<file path="src/rtl/mips_pkg.sv">
// Shared definitions for the EXE-stage multiply/divide unit.
//   DEFAULT_XLEN : default operand width (HI and LO are each this wide)
//   md_op_e      : mul/div opcode as decoded into ID/EXE
//   md_state_e   : iterative unit FSM states
//   md_is_signed : true for the signed opcodes (MULT, DIV)
package mips_pkg;

  localparam int DEFAULT_XLEN = 32;

  typedef enum logic [1:0] {
    MD_MULT  = 2'b00,
    MD_MULTU = 2'b01,
    MD_DIV   = 2'b10,
    MD_DIVU  = 2'b11
  } md_op_e;

  typedef enum logic [1:0] {
    ST_IDLE = 2'b00,
    ST_CALC = 2'b01,
    ST_FIX  = 2'b10
  } md_state_e;

  // Signed ops are the even encodings; bit 1 selects divide.
  function automatic logic md_is_signed(input logic [1:0] op);
    return (op == MD_MULT) || (op == MD_DIV);
  endfunction

endpackage

</file>
<file path="src/rtl/exe_muldiv_step.sv">
// muldiv_step: one combinational iteration of the multiply/divide datapath.
//   is_div : 1 = one restoring-division step, 0 = one shift-add multiply step
//   acc_i  : 2*XLEN accumulator {upper, lower}
//            multiply: {partial product, remaining multiplier bits}
//            divide  : {partial remainder, remaining dividend / quotient bits}
//   b_i    : multiplicand or divisor magnitude
//   acc_o  : accumulator after this iteration
module muldiv_step
  import mips_pkg::*;
#(
  parameter int XLEN = DEFAULT_XLEN
) (
  input  logic              is_div,
  input  logic [2*XLEN-1:0] acc_i,
  input  logic [XLEN-1:0]   b_i,
  output logic [2*XLEN-1:0] acc_o
);

  logic [XLEN:0]   add_sum;    // upper word plus optional multiplicand, with carry
  logic [XLEN:0]   rem_shift;  // partial remainder after shifting in the next dividend bit
  logic [XLEN+1:0] sub_diff;   // trial subtraction, MSB is the borrow

  always_comb begin
    add_sum   = {1'b0, acc_i[2*XLEN-1:XLEN]} +
                (acc_i[0] ? {1'b0, b_i} : {(XLEN+1){1'b0}});
    rem_shift = acc_i[2*XLEN-1:XLEN-1];
    sub_diff  = {1'b0, rem_shift} - {2'b00, b_i};
    acc_o     = '0;

    if (!is_div) begin
      // Carry lands in the top bit; the consumed multiplier bit falls off the bottom.
      acc_o = {add_sum, acc_i[XLEN-1:1]};
    end else if (sub_diff[XLEN+1]) begin
      // Borrow: restore (keep the shifted remainder) and record a 0 quotient bit.
      acc_o = {rem_shift[XLEN-1:0], acc_i[XLEN-2:0], 1'b0};
    end else begin
      // The shifted remainder is below 2*divisor, so the difference fits in XLEN bits.
      acc_o = {sub_diff[XLEN-1:0], acc_i[XLEN-2:0], 1'b1};
    end
  end

endmodule

</file>
<file path="src/rtl/exe_muldiv.sv">
// exe_muldiv: iterative MULT/MULTU/DIV/DIVU unit for the EXE stage.
// Operates on magnitudes for XLEN cycles, then fixes signs in one extra cycle
// and writes the architectural HI/LO registers.
//   clk   : pipeline clock
//   rst   : asynchronous, active-low reset
//   start : launch request (ignored while busy or when flush is high)
//   op_i  : 00 MULT, 01 MULTU, 10 DIV, 11 DIVU
//   a_i   : rs operand, b_i : rt operand
//   flush : cancels any in-flight operation, HI/LO untouched
//   busy  : operation in flight (CALC or FIX)
//   stall : hold request to the hazard unit, start | busy
//   done  : one-cycle pulse in the cycle after HI/LO are written
//   hi/lo : HI and LO registers
module exe_muldiv
  import mips_pkg::*;
#(
  parameter int XLEN = DEFAULT_XLEN
) (
  input  logic            clk,
  input  logic            rst,
  input  logic            start,
  input  logic [1:0]      op_i,
  input  logic [XLEN-1:0] a_i,
  input  logic [XLEN-1:0] b_i,
  input  logic            flush,
  output logic            busy,
  output logic            stall,
  output logic            done,
  output logic [XLEN-1:0] hi,
  output logic [XLEN-1:0] lo
);

  localparam int            CW      = $clog2(XLEN);
  localparam logic [CW-1:0] CNT_MAX = CW'(XLEN - 1);

  md_state_e         state_q, state_d;
  logic [CW-1:0]     cnt_q, cnt_d;
  logic [1:0]        op_q, op_d;
  logic              sa_q, sa_d;
  logic              sb_q, sb_d;
  logic [2*XLEN-1:0] acc_q, acc_d;
  logic [XLEN-1:0]   b_q, b_d;
  logic [XLEN-1:0]   hi_q, hi_d;
  logic [XLEN-1:0]   lo_q, lo_d;
  logic              done_q, done_d;

  logic              in_signed;
  logic [XLEN-1:0]   a_mag, b_mag;
  logic              op_signed_q;
  logic              is_div_q;
  logic              div_zero;
  logic              neg_result;
  logic [2*XLEN-1:0] step_acc;
  logic [2*XLEN-1:0] prod_fix;
  logic [XLEN-1:0]   quo_fix, rem_fix;

  // Operand magnitudes; unsigned ops pass straight through. The most negative
  // value maps to itself, which is the correct unsigned magnitude.
  assign in_signed = md_is_signed(op_i);
  assign a_mag     = (in_signed && a_i[XLEN-1]) ? -a_i : a_i;
  assign b_mag     = (in_signed && b_i[XLEN-1]) ? -b_i : b_i;

  assign op_signed_q = md_is_signed(op_q);
  assign is_div_q    = op_q[1];
  assign div_zero    = (b_q == '0);
  assign neg_result  = op_signed_q && (sa_q ^ sb_q);

  muldiv_step #(
    .XLEN(XLEN)
  ) u_step (
    .is_div(is_div_q),
    .acc_i (acc_q),
    .b_i   (b_q),
    .acc_o (step_acc)
  );

  // Sign correction of the magnitude result. A zero divisor leaves the
  // all-ones quotient alone so signed and unsigned divide-by-zero agree;
  // the remainder still takes the dividend sign, which restores HI = a.
  always_comb begin
    prod_fix = acc_q;
    quo_fix  = acc_q[XLEN-1:0];
    rem_fix  = acc_q[2*XLEN-1:XLEN];
    if (neg_result) begin
      prod_fix = -acc_q;
    end
    if (neg_result && !div_zero) begin
      quo_fix = -acc_q[XLEN-1:0];
    end
    if (op_signed_q && sa_q) begin
      rem_fix = -acc_q[2*XLEN-1:XLEN];
    end
  end

  // Next-state and datapath control.
  always_comb begin
    state_d = state_q;
    cnt_d   = cnt_q;
    op_d    = op_q;
    sa_d    = sa_q;
    sb_d    = sb_q;
    acc_d   = acc_q;
    b_d     = b_q;
    hi_d    = hi_q;
    lo_d    = lo_q;
    done_d  = 1'b0;

    if (flush) begin
      // Flush beats everything, including a same-cycle start and the FIX write.
      state_d = ST_IDLE;
      cnt_d   = '0;
    end else begin
      case (state_q)
        ST_IDLE: begin
          if (start) begin
            op_d    = op_i;
            sa_d    = in_signed & a_i[XLEN-1];
            sb_d    = in_signed & b_i[XLEN-1];
            acc_d   = {{XLEN{1'b0}}, a_mag};
            b_d     = b_mag;
            cnt_d   = '0;
            state_d = ST_CALC;
          end
        end
        ST_CALC: begin
          acc_d = step_acc;
          cnt_d = cnt_q + 1'b1;
          if (cnt_q == CNT_MAX) begin
            state_d = ST_FIX;
          end
        end
        ST_FIX: begin
          if (is_div_q) begin
            hi_d = rem_fix;
            lo_d = quo_fix;
          end else begin
            hi_d = prod_fix[2*XLEN-1:XLEN];
            lo_d = prod_fix[XLEN-1:0];
          end
          done_d  = 1'b1;
          state_d = ST_IDLE;
        end
        default: begin
          state_d = ST_IDLE;
          cnt_d   = '0;
        end
      endcase
    end
  end

  always_ff @(posedge clk or negedge rst) begin
    if (!rst) begin
      state_q <= ST_IDLE;
      cnt_q   <= '0;
      op_q    <= '0;
      sa_q    <= 1'b0;
      sb_q    <= 1'b0;
      acc_q   <= '0;
      b_q     <= '0;
      hi_q    <= '0;
      lo_q    <= '0;
      done_q  <= 1'b0;
    end else begin
      state_q <= state_d;
      cnt_q   <= cnt_d;
      op_q    <= op_d;
      sa_q    <= sa_d;
      sb_q    <= sb_d;
      acc_q   <= acc_d;
      b_q     <= b_d;
      hi_q    <= hi_d;
      lo_q    <= lo_d;
      done_q  <= done_d;
    end
  end

  assign busy  = (state_q != ST_IDLE);
  assign stall = start | busy;
  assign done  = done_q;
  assign hi    = hi_q;
  assign lo    = lo_q;

endmodule

</file>
<file path="config.mk">
export PLATFORM = sky130hd
export DESIGN_NAME = exe_muldiv
export DESIGN_NICKNAME = d
export VERILOG_FILES = /design/src/rtl/mips_pkg.sv /design/src/rtl/exe_muldiv_step.sv /design/src/rtl/exe_muldiv.sv
export SDC_FILE = /design/constraint.sdc
export NUM_CORES = 1
export LEC_CHECK = 0
export ABC_CLOCK_PERIOD_IN_PS = 4700
export CAP_MARGIN = 0
export CORE_MARGIN = 5
export CORE_UTILIZATION = 50
export CTS_BUF_LIST = sky130_fd_sc_hd__clkbuf_4 sky130_fd_sc_hd__clkbuf_8
export CTS_CLUSTER_DIAMETER = 200
export CTS_CLUSTER_SIZE = 14
export DETAILED_ROUTE_END_ITERATION = 10
export GPL_TIMING_DRIVEN = 0
export MAX_ROUTING_LAYER = met4
export PLACE_DENSITY = 0.83
export SYNTH_ARGS = -nofsm -noshare
export SYNTH_HDL_FRONTEND = slang
export SYNTH_SLANG_ARGS = --single-unit
</file>
<file path="constraint.sdc">
create_clock -name clk -period 4.7 [get_ports clk]
set_clock_uncertainty 0.2 [all_clocks]
set_input_delay 0.705 -clock clk [delete_from_list [all_inputs] [get_ports clk]]
set_output_delay 0.705 -clock clk [all_outputs]
set_load 0.05 [all_outputs]
</file>
# Word level (Yosys, flattened, before mapping)
# Cells that the tools add are included.
word_totals:
  output_inout_bits: 67
  wordCells: 72
  in_bits: 70
  ff_bits: 172
op_classes:
  bitwise_logic: 5
  n_eq_ne: 9
  muxes: 21
  addsub: 8
  n_reduce_logical: 19
ops:
  columns: ["op", "count"]
  rows:
  - ["two-way mux 64 bit", 4]
  - ["two-way mux 32 bit", 7]
  - ["negator 32 bit", 4]
  - ["one-hot mux 64 bit (2 select lines)", 1]
  - ["negator 64 bit", 1]
  - ["subtractor 33 x 32 -> 34 bit", 1]
  - ["adder 32 x 33 -> 33 bit", 1]
  - ["zero test 32 bit", 1]
  - ["one-hot mux 5 bit (3 select lines)", 1]
  - ["two-way mux 5 bit", 2]
  - ["equality test 2 bit, second input constant", 3]
  - ["zero test 2 bit", 3]
  - ["two-way mux 2 bit", 3]
  - ["!= test 3 bit, second input constant", 2]
  - ["AND reduction 2 bit", 3]
  - ["AND reduction 3 bit", 2]
  - ["adder 5 x 1 -> 5 bit, second input constant", 1]
  - ["equality test 5 bit, second input constant", 1]
  - ["logical AND 1 bit", 5]
  - ["!= test 2 bit, second input constant", 2]
  - ["one-hot mux 2 bit (2 select lines)", 1]
  - ["nonzero test 2 bit", 2]
  - ["AND 1 bit", 2]
  - ["equality test 2 x 1 -> 1 bit, second input constant", 1]
  - ["6 further kinds", 8]

# Longest topological paths before layout
# Gate-level depths: netlist of run 1.
depth:
  word_depth: 6
  depth_mapped: 14
  ltp_nobuf: 13

# By module
# Synthesis of run 1 repeated with hierarchy kept, for this count alone.
hier_totals:
  hier_cells: 1816
  area_unflattened_um2: 14463.9
modules_own_cells:
  columns: ["module", "area_per_inst_um2", "n_inst", "seq_area_each_um2", "cells_each"]
  rows:
  - ["exe_muldiv", 9688.0, 1, 4304.1, 1115]
  - ["muldiv_step", 4775.8, 1, 0.0, 701]

# Worst setup path before layout of run 1
# OpenSTA, ideal clock, no wires.
synth_path:
  path_kind: "input to register"
  start: "input port a_i[11]"
  end: "register acc_q[26]"
  path_buffers: 0
  arrival_time_ns: 3.255
  path_slack_ns: 1.113
  t_required_ns: 4.368
  setup_time_ns: 0.132
  stages: 8
  path_cell_list: "or4_4 or4b_1 or2_1 or3_4 or4_4 o31ai_2 xor2_1 o21ai_1"
synth_via:
  elab_chain_cells: 4
synth_lines:
  columns: ["item", "line", "rtl"]
  rows:
  - ["start, declared", "exe_muldiv.sv:23", "input logic [XLEN-1:0] a_i,"]
  - ["negator 32 bit", "exe_muldiv.sv:60", "assign a_mag = (in_signed && a_i[XLEN-1]) ? -a_i : a_i;"]
  - ["two-way mux 32 bit", "exe_muldiv.sv:60", null]
  - ["two-way mux 64 bit", "exe_muldiv.sv:115", "if (start) begin"]
  - ["one-hot mux 64 bit (2 select lines)", "exe_muldiv.sv:113", "case (state_q)"]
  - ["end signal, assigned", "exe_muldiv.sv:158", "acc_q <= '0;"]
  - ["end signal, assigned", "exe_muldiv.sv:169", "acc_q <= acc_d;"]
  - ["end, declared", "exe_muldiv.sv:41", "logic [2*XLEN-1:0] acc_q, acc_d;"]
# Every way passes these cells. The select of a mux whose other input is x is not followed.
# A chain may end at the register's enable or synchronous reset.

# Final worst setup path of run 1
layout_path:
  start: "register acc_q[0]"
  end: "register acc_q[63]"
layout_via:
  elab_chain_cells: 4
layout_lines:
  columns: ["item", "line", "rtl"]
  rows:
  - ["two-way mux 32 bit", "exe_muldiv_step.sv:25", "(acc_i[0] ? {1'b0, b_i} : {(XLEN+1){1'b0}});"]
  - ["adder 32 x 33 -> 33 bit", "exe_muldiv_step.sv:24", "add_sum = {1'b0, acc_i[2*XLEN-1:XLEN]} +"]
  - ["two-way mux 64 bit", "exe_muldiv_step.sv:30", "if (!is_div) begin"]
  - ["one-hot mux 64 bit (2 select lines)", "exe_muldiv.sv:113", null]
# Every way passes these cells.

==> run_results.csv, run 1 <==
group,metric,value,unit
synthesis,yosysTopAreaCell,"dfrtp_1",
clock_tree,cts_sinks,172,
setup_path,path_cells,"clkinv_1, clkbuf_1, nor2_1, ha_1, or2_2, a21oi_1, a2111oi_2, o311ai_2, a41oi_1, a221oi_1, nor2_1, a2111oi_1, o41ai_1",
min_path,holdCritPathClass,"reg -> reg",
power,ir_drop,0.217,mV
sta,setup_viol,0,
synthesis,ys_types,75,
setup_path,critPathSlowestCell,"dfrtp_1",
synthesis,synth-edff-count,0,
global_route,globalRouteTotalUtil,29.9,%
final_layout,n_fill_cell,2505,
global_route,antenna_found_initial,0,
setup_path,crit_fanout,10,
synthesis,synth_top_area_share,31.6,%
global_route,met2_usage,47.3,%
sta,hold_viol_final,0,
setup_path,crit_top_cell,"nor2_1",
status,status,"completed",
clock_tree,numCtsBuffers,17,
placed_design,gp_congestion,1.01,
setup_path,r2r-start,"acc_q[0]",
drt,dr.pass1.iters,5,
synthesis,async_flop_share,100,%
floorplan,rows,60,
setup_path,r2r_cells,13,
clock_tree,clockBufferDepth,2,
final_layout,mostFrequentLayoutCells,"nand2_1, o21ai_0, dfrtp_1, clkdlybuf4s50_1, nor2_1",
sta,max_clock_freq,221,MHz
setup_path,cp.required,4840,ps
setup_path,cp-end-kind,"register",
global_route,grt_pass1_wl,72000,um
final_layout,final_layout_size_suffix_gt1_share,3.26,%
clock_tree,htreeDepth,4,
final_layout,multi_input_area,8770,um2
min_path,whs_path_depth,2,
global_route,grt_max_degree,108,
final_layout,final_common_cell,"nand2_1",
floorplan,die_area,30700,um2
global_route,grt_overflow_total,0,
setup_path,reg2reg_slack,170,ps
synthesis,netlist_area,13600,um2
clock_tree,tritoncts,"yes",
synthesis,synth_seq_cells,172,
placed_design,hpwl,35900,um
drt,totalWireLength,45600,um
floorplan,initial_core_util,50.8,%
sta,min_period,4530,ps
sta,slew_headroom,41.4,%
clock_tree,clock_latency,480,ps
setup_path,r2r-end,"acc_q[63]",
drt,routed-via-count,13827,
sta,tightest_slew,878,ps
sta,report.final.slew_viol_count,0,
placed_design,port_buffers,136,
final_layout,syn2layout_area_growth,16.6,%
global_route,top_usage_layer,"met2",
final_layout,fin_util,59.2,%
drt,ant_nets,0,
synthesis,yosysWarnings,0,
synthesis,ys_seq_area_share,31.6,%
synthesis,syn-num-nets,1874,
final_layout,diodes,0,
final_layout,fin_nets,2031,
synthesis,postSynthCellCount,1732,
global_route,grt_pass1_vias,13326,
global_route,use_met1,40.8,%
power,power_density,543,nW/um2
setup_path,path_class,"reg -> reg",
floorplan,ios,137,
global_route,globalRouteMet3Util,4.63,%
clock_tree,clk_pin_slew,110,ps
setup_path,max_stage_delay,490,ps
floorplan,die_y,175,um
clock_tree,cts-root-buf,"clkbuf_8",
drt,via_per_inst,6.16,
floorplan,chipWidth,175,um
synthesis,synth_area_per_cell,7.88,um2
drt,drc,0,
sta,rsz0062_at_grt,"false",
min_path,hold_start,"b_q[5]",
setup_path,start_kind,"register",
setup_path,cp.arrival,4670,ps
floorplan,coreArea,26900,um2
placed_design,place_inst,2210,
drt,drtIter0Drc,1277,
drt,wl_per_cell,20.3,um
run,maxCapViolations,0,
sta,fin_crit_sh,96.5,%
final_layout,final_cells,2243,
power,p_leak,6.79,nW
final_layout,regArea,4300,um2
synthesis,yosys-top-cells-area,"dfrtp_1, o21ai_0, nand2_1",
min_path,whs_endpoint,"b_q[5]",
synthesis,synth_flop_cell,"dfrtp_1",
==> repair_timing <==
action	in CTS	in global routing
hold endpoints to repair	65	0
hold buffers	1	0
resized for setup	1	7
pin swaps	1	0
buffers inserted	0	0
setup endpoints to repair	1	21
==> where the power goes <==
part	internal (mW)	switching [mW]
sequential	1.77	0.614
clock	0.448	0.670
combinational	2.00	3.14
total	4.21	4.43
==> routing by layer <==
layer | share of wire (%) | routed length [um]
met4 | 1.9 | 887
met3 | 8.8 | 4030
met5 | 0 | 0
met1 | 43 | 19800
met2 | 46 | 20900
==> cell usage after synthesis (all sizes together), types with 3 or more instances <==
library cell / instances
a41oi: 3
nor3: 40
nor4: 21
o211ai: 16
mux2: 3
a32oi: 3
nand3: 31
ha: 70
or2: 8
mux2i: 37
dfrtp: 172
inv: 67
xnor2: 87
xor2: 80
a21o: 24
o21ai: 261
and3: 12
nand2: 244
a22oi: 16
a21oi: 95
nand4: 12
or4: 15
o41ai: 10
o21bai: 7
nor2: 126
buf: 6
a211oi: 22
nor2b: 10
or3: 23
nand2b: 10
o21a: 11
a31oi: 17
nor3b: 3
o31ai: 27
a211o: 7
and2: 9
clkbuf: 84
==> cell families after synthesis <==
logic type	share of synthesized area (%)
AO/OA/AOI/OAI	24.4
XOR/XNOR	10.7
adder cells (fa/ha/maj)	6.71
buffers and inverters	4.36
flip-flops	31.6
multiplexers	2.96
AND/OR/NAND/NOR	19.3
==> state kept, by name, indices dropped and copies added, names as in the netlist <==
signal and count:
acc_q 64, lo 32, sa_q 1, b_q 32, op_q 2, cnt_q 5, sb_q 1, state_q 2
hi 32, done 1
==> worst max-delay path: cells and delay by family, from the launching register on <==
family | cells | cell delay, ps
compound gates | 7 | 2120
buf+inv | 2 | 690
simple gates | 3 | 580
flops | 1 | 490
fa+ha+maj | 1 | 300
==> through the flow <==
stage	hold WS (ps)	power [mW]	instance area, um2	setup slack (ps)	setup TNS [ps]
6_report	287	8.64	15900	166	0
5_1_grt	306	9.19	15900	11.2	0
4_1_cts	295	8.48	15900	42.3	0
3_5_place_dp	270	7.36	15500	-1.17	-1.17
3_3_place_gp	261	7.26	15400	-4230	-723980
2_1_floorplan	209	5.84	13600	1110	0
==> how the worst max path moves through the flow <==
stage / to / from / depth (start not counted) / slack (ps)
after global routing: acc_q[63] / acc_q[0] / 13 / 10
after detailed placement: acc_q[63] / acc_q[0] / 12 / -1
after floorplan: acc_q[26] / a_i[11] / 8 / 1110
after global placement: b_q[14] / rst / 1 / -4230
after CTS: acc_q[63] / acc_q[0] / 13 / 40
final: acc_q[63] / acc_q[0] / 13 / 170
==> area by class of cell <==
type / instances / area share (%)
Sequential cell: 172 / 27.1
Clock buffer: 17 / 1.47
Buffer: 90 / 2.14
Clock inverter: 15 / 1.11
Tap cell: 341 / 2.68
Multi-Input combinational cell: 1402 / 55.1
Timing Repair Buffer: 138 / 8.82
Inverter: 68 / 1.60
(Power assumes the default switching activity.)
==> inputs of run 2 (changes only) <==
--- a/config.mk
+++ b/config.mk
@@ -7,10 +7,8 @@
 export LEC_CHECK = 0
 export ABC_CLOCK_PERIOD_IN_PS = 4700
 export CAP_MARGIN = 0
-export CORE_MARGIN = 5
 export CORE_UTILIZATION = 50
 export CTS_BUF_LIST = sky130_fd_sc_hd__clkbuf_4 sky130_fd_sc_hd__clkbuf_8
-export CTS_CLUSTER_DIAMETER = 200
 export CTS_CLUSTER_SIZE = 14
 export DETAILED_ROUTE_END_ITERATION = 10
 export GPL_TIMING_DRIVEN = 0
==> run 2 against run 1 <==
Against the previous run: flip-flop and latch count unchanged; via count up 0.25%; critical path depth unchanged; die area down 8.9%; sequential share of layout area about the same; worst hold slack worse by 1.3 ps; register-to-register slack worse by 30 ps; global-route usage up 3.3 points; final cell count unchanged; clock power about the same; power down 0.12%.
==> run_results.csv, run 2 (synthesis gave the netlist of run 1 again) <==
group,metric,value,unit
drt,drc,0,
sta,fin_crit_sh,97.1,%
clock_tree,htreeDepth,4,
setup_path,crit_top_cell,"nor2_1",
final_layout,syn2layout_area_growth,16.7,%
setup_path,cp.required,4880,ps
clock_tree,clock_latency,490,ps
min_path,holdCritPathClass,"reg -> reg",
sta,min_period,4560,ps
clock_tree,cts_sinks,172,
power,ir_drop,0.303,mV
sta,rsz0062_at_grt,"false",
drt,totalWireLength,44800,um
floorplan,ios,137,
global_route,globalRouteMet3Util,4.94,%
setup_path,crit_fanout,10,
global_route,grt_pass1_vias,13204,
setup_path,r2r_cells,13,
final_layout,final_common_cell,"nand2_1",
global_route,top_usage_layer,"met2",
global_route,grt_overflow_total,0,
final_layout,diodes,0,
final_layout,max_flop_register,"acc_q",
sta,tns,0,ps
drt,routed-via-count,13861,
drt,dr.pass1.iters,5,
power,p_int,4.18,mW
final_layout,mostFrequentLayoutCells,"nand2_1, o21ai_0, dfrtp_1, clkdlybuf4s50_1, nor2_1",
clock_tree,clockBufferDepth,2,
setup_path,max_stage_delay,740,ps
clock_tree,tritoncts,"yes",
power,clockPowerShare,13.1,%
power,p_leak,6.79,nW
setup_path,critPathSlowestCell,"a2111oi_1",
global_route,antenna_found_initial,0,
setup_path,cp-end-kind,"register",
final_layout,multi_input_area,8770,um2
drt,drtIter0Drc,1383,
drt,ant_nets,0,
sta,hold_viol_final,0,
global_route,use_met1,45.3,%
clock_tree,cts_setup_buffers,0,
power,power_frac_seq,27.6,%
floorplan,die_y,167,um
drt,wl_per_cell,20.0,um
final_layout,stdcell_area,15900,um2
floorplan,initial_core_util,50.8,%
power,switchingPower,4.45,mW
floorplan,coreArea,26900,um2
drt,via_per_inst,6.18,
setup_path,start_kind,"register",
global_route,globalRouteTotalUtil,33.3,%
global_route,met2_usage,51.1,%
status,status,"completed",
power,p_comb_share,59.3,%
global_route,grt_pass1_wl,71300,um
final_layout,largest_reg_flops,64,
clock_tree,numCtsBuffers,17,
sta,tightest_slew,966,ps
global_route,grt_max_degree,111,
placed_design,gp_congestion,1.00,
floorplan,rows,60,
sta,slew_headroom,35.0,%
run,maxCapViolations,0,
floorplan,chipWidth,167,um
placed_design,port_buffers,136,
power,power_density,542,nW/um2
sta,report.final.slew_viol_count,0,
final_layout,n_fill_cell,2489,
min_path,whs_path_depth,2,
setup_path,cp.arrival,4740,ps
floorplan,die_area,27900,um2
power,p_sw_share,51.6,%
setup_path,path_cells,"clkinvlp_4, clkbuf_1, nor2_1, ha_1, and3_1, nand3_1, a2111oi_1, o311ai_2, a41oi_1, a221oi_1, nor2_1, a2111oi_0, o41ai_1",
final_layout,fin_nets,2031,
clock_tree,cts-root-buf,"clkbuf_8",
final_layout,regArea,4300,um2
sta,max_clock_freq,219,MHz
placed_design,hpwl,35300,um
final_layout,final_layout_size_suffix_gt1_share,3.31,%
placed_design,place_area,15500,um2
sta,setup_viol,0,
clock_tree,clk_pin_slew,110,ps
setup_path,path_class,"reg -> reg",
run 2: stage by stage:
stage / setup slack [ps] / hold WS [ps] / cells / util [%] / power, mW
floorplan: 1110 / 209 / 1732 / - / 5.84
global placement: -4200 / 264 / 2209 / 57.4 / 7.25
detailed placement: -270 / 271 / 2210 / 57.5 / 7.34
CTS: 78.3 / 296 / 2243 / 59.2 / 8.45
global route: 25.8 / 310 / 2243 / 59.3 / 9.21
finish: 138 / 286 / 2243 / 59.3 / 8.63
run 2: cell type report:
class                      instances  area share, %
clock buffer                      17           1.47
clock inverter                    15           1.19
buffer                            90           2.14
inverter                          68           1.63
multi-input combinational       1402           55.1
sequential                       172           27.0
tap                              341           2.68
timing repair buffer             138           8.81
run 2: layer usage:
metal	vias up	routed length, um
li1	6523	-
met1	6582	19700
met2	667	20100
met3	89	3840
met4	0	1140
met5	-	0
run 2: worst max-delay path: cells and delay by family (launching register included):
family          cells  cell delay, ps
simple gates        4             600
fa+ha+maj           1             390
flops               1             500
buf+inv             2             690
compound gates      6            2080
run 2: what timing repair did:
item                                    in CTS  in global routing
gates resized for setup                      2                  6
cloned                                       0                  0
pin swaps                                    0                  1
endpoints found under the hold margin       62                  0
hold buffers                                 1                  0
endpoints found under the setup margin       2                 24
run 2: power by group through the flow:
stage | logic [mW] | registers, mW | clock network [mW]
after CTS | 4.99 | 2.34 | 1.13
after global placement | 4.90 | 2.35 | 0
after floorplan | 3.63 | 2.21 | 0
after global routing | 5.63 | 2.40 | 1.19
after detailed placement | 4.97 | 2.37 | 0
final | 5.12 | 2.38 | 1.13
run 2: path summary, 6_finish.rpt:
check	startpoint	to	slack (ps)
worst max-delay path	acc_q[0]	acc_q[63]	140
worst min-delay path	hi[2]	hi[2]	290
worst max register to register	acc_q[0]	acc_q[63]	140
worst min register to register	hi[2]	hi[2]	290
max in group asynchronous	rst	b_q[18]	2830
min in group asynchronous	rst	lo[19]	520
==> inputs of run 3 (changes only) <==
--- a/config.mk
+++ b/config.mk
@@ -8,7 +8,6 @@
 export ABC_CLOCK_PERIOD_IN_PS = 4700
 export CAP_MARGIN = 0
 export CORE_UTILIZATION = 50
-export CTS_BUF_LIST = sky130_fd_sc_hd__clkbuf_4 sky130_fd_sc_hd__clkbuf_8
 export CTS_CLUSTER_SIZE = 14
 export DETAILED_ROUTE_END_ITERATION = 10
 export GPL_TIMING_DRIVEN = 0
==> run 3 against run 2 <==
Against the previous run: maximum frequency is 1.4% higher; flip-flop and latch count stayed put; first-iteration DRC count is 5.4% higher; global-route usage is 0.10 points higher; wire length is 0.54% higher; register-to-register slack better by 60 ps; setup slack better by 63 ps; utilization is 0.73 points higher; worst hold slack worse by 7.6 ps; largest power group unchanged.
==> run_results.csv, run 3 (synthesis gave the netlist of run 1 again) <==
group,metric,value,unit
floorplan,chipWidth,167,um
global_route,grt_pass1_wl,71600,um
clock_tree,clock_latency,440,ps
setup_path,r2r-start,"acc_q[43]",
final_layout,final_layout_size_suffix_gt1_share,3.36,%
setup_path,r2r-end,"acc_q[49]",
clock_tree,clockBufferDepth,2,
placed_design,port_buffers,136,
placed_design,place_inst,2210,
setup_path,r2r_cells,11,
min_path,hold_start,"hi[2]",
drt,drtIter0Drc,1458,
min_path,whs_endpoint,"hi[2]",
power,ir_drop,0.264,mV
drt,via_per_inst,6.18,
drt,dr.pass1.iters,8,
drt,totalWireLength,45100,um
final_layout,syn2layout_area_growth,18.2,%
global_route,grt_max_degree,111,
setup_path,crit_fanout,10,
floorplan,rows,60,
global_route,globalRouteTotalUtil,33.4,%
sta,tightest_slew,899,ps
floorplan,die_y,167,um
min_path,holdCritPathClass,"reg -> reg",
drt,wl_per_cell,20.1,um
setup_path,cp.required,4860,ps
final_layout,max_flop_register,"acc_q",
sta,slew_headroom,39.5,%
setup_path,cp.arrival,4660,ps
drt,routed-via-count,13868,
floorplan,ios,137,
drt,ant_nets,0,
floorplan,coreArea,26900,um2
sta,rsz0062_at_grt,"false",
final_layout,largest_reg_flops,64,
global_route,grt_overflow_total,0,
clock_tree,htreeDepth,4,
power,power_density,558,nW/um2
sta,hold_viol_final,0,
sta,min_period,4500,ps
sta,max_clock_freq,222,MHz
sta,setup_viol,0,
placed_design,gp_congestion,1.00,
setup_path,path_class,"reg -> reg",
clock_tree,cts_setup_buffers,0,
clock_tree,cts-root-buf,"clkbuf_16",
floorplan,initial_core_util,50.8,%
global_route,antenna_found_initial,0,
clock_tree,cts_sinks,172,
setup_path,cp-end-kind,"register",
sta,finalWorstSetupSlack,202,ps
final_layout,fin_util,60.0,%
placed_design,post-place-ws,-270,ps
final_layout,final_common_cell,"nand2_1",
sta,fin_crit_sh,95.7,%
power,design_power_total,9.00,mW
placed_design,hpwl,35300,um
final_layout,mostFrequentLayoutCells,"nand2_1, o21ai_0, dfrtp_1, clkdlybuf4s50_1, nor2_1",
final_layout,n_fill_cell,2461,
final_layout,diodes,0,
clock_tree,tritoncts,"yes",
final_layout,final_cells,2243,
power,p_leak,6.88,nW
global_route,grt_pass1_vias,13309,
status,status,"completed",
final_layout,fin_nets,2031,
clock_tree,numCtsBuffers,17,
clock_tree,clk_pin_slew,80,ps
sta,report.final.slew_viol_count,0,
min_path,whs_path_depth,2,
drt,drc,0,
run,maxCapViolations,0,
setup_path,start_kind,"register",
floorplan,die_area,27900,um2
setup_path,reg2reg_slack,200,ps
[run 3: where the power goes]
part | switching [mW] | internal (mW) | total (mW)
clock network | 0.753 | 0.727 | 1.48
logic | 3.15 | 2.00 | 5.15
registers | 0.612 | 1.77 | 2.38
total | 4.51 | 4.49 | 9.00
[run 3: worst max path at each step]
stage,from,end,slack (ps),depth (start not counted)
2_1_floorplan,a_i[11],acc_q[26],1110,8
6_report,acc_q[43],acc_q[49],200,11
3_5_place_dp,acc_q[0],acc_q[63],-270,12
4_1_cts,acc_q[0],acc_q[63],50,13
3_3_place_gp,rst,b_q[8],-4200,1
5_1_grt,acc_q[0],acc_q[63],70,13
[run 3: critical path, cell delays in order (launching register included)]
cell,delay [ps]
dfrtp_1,510
ha_1,430
a21oi_1,400
o211ai_1,260
o21bai_1,230
a211oi_2,540
nor4b_2,170
o211a_1,350
nor2_1,450
clkbuf_1,530
a211oi_1,170
o21ai_1,180
[run 3: area by class of cell]
class                      instances  area [um2]  area share, %
sequential                       172        4300           26.7
clock inverter                    15         190           1.18
buffer                            90         340           2.11
inverter                          68         259           1.61
timing repair buffer             138        1400           8.71
multi-input combinational       1402        8770           54.4
tap                              341         427           2.65
clock buffer                      17         425           2.64
[run 3: per-layer routing]
layer  track usage (%)  up-vias  share of wire [%]
met5                 -        -                  0
met4              11.4        0                3.0
met3              4.99      110                8.6
met2              51.5      656                 45
met1              44.9     6585                 44
li1                  -     6517                  -
[run 3: what timing repair did]
action | CTS | global route
hold buffers | 1 | 0
pin swaps | 0 | 1
hold endpoints to repair | 7 | 0
endpoints found under the setup margin | 2 | 24
gates cloned | 0 | 0
gates resized for setup | 2 | 7
[run 3: metrics by stage]
step	instance area, um2	hold slack, ps	TNS, ps
floorplan	13600	209	0
global placement	15400	264	-718700
detailed placement	15500	271	-270
CTS	16100	289	0
global route	16100	300	0
finish	16100	279	0
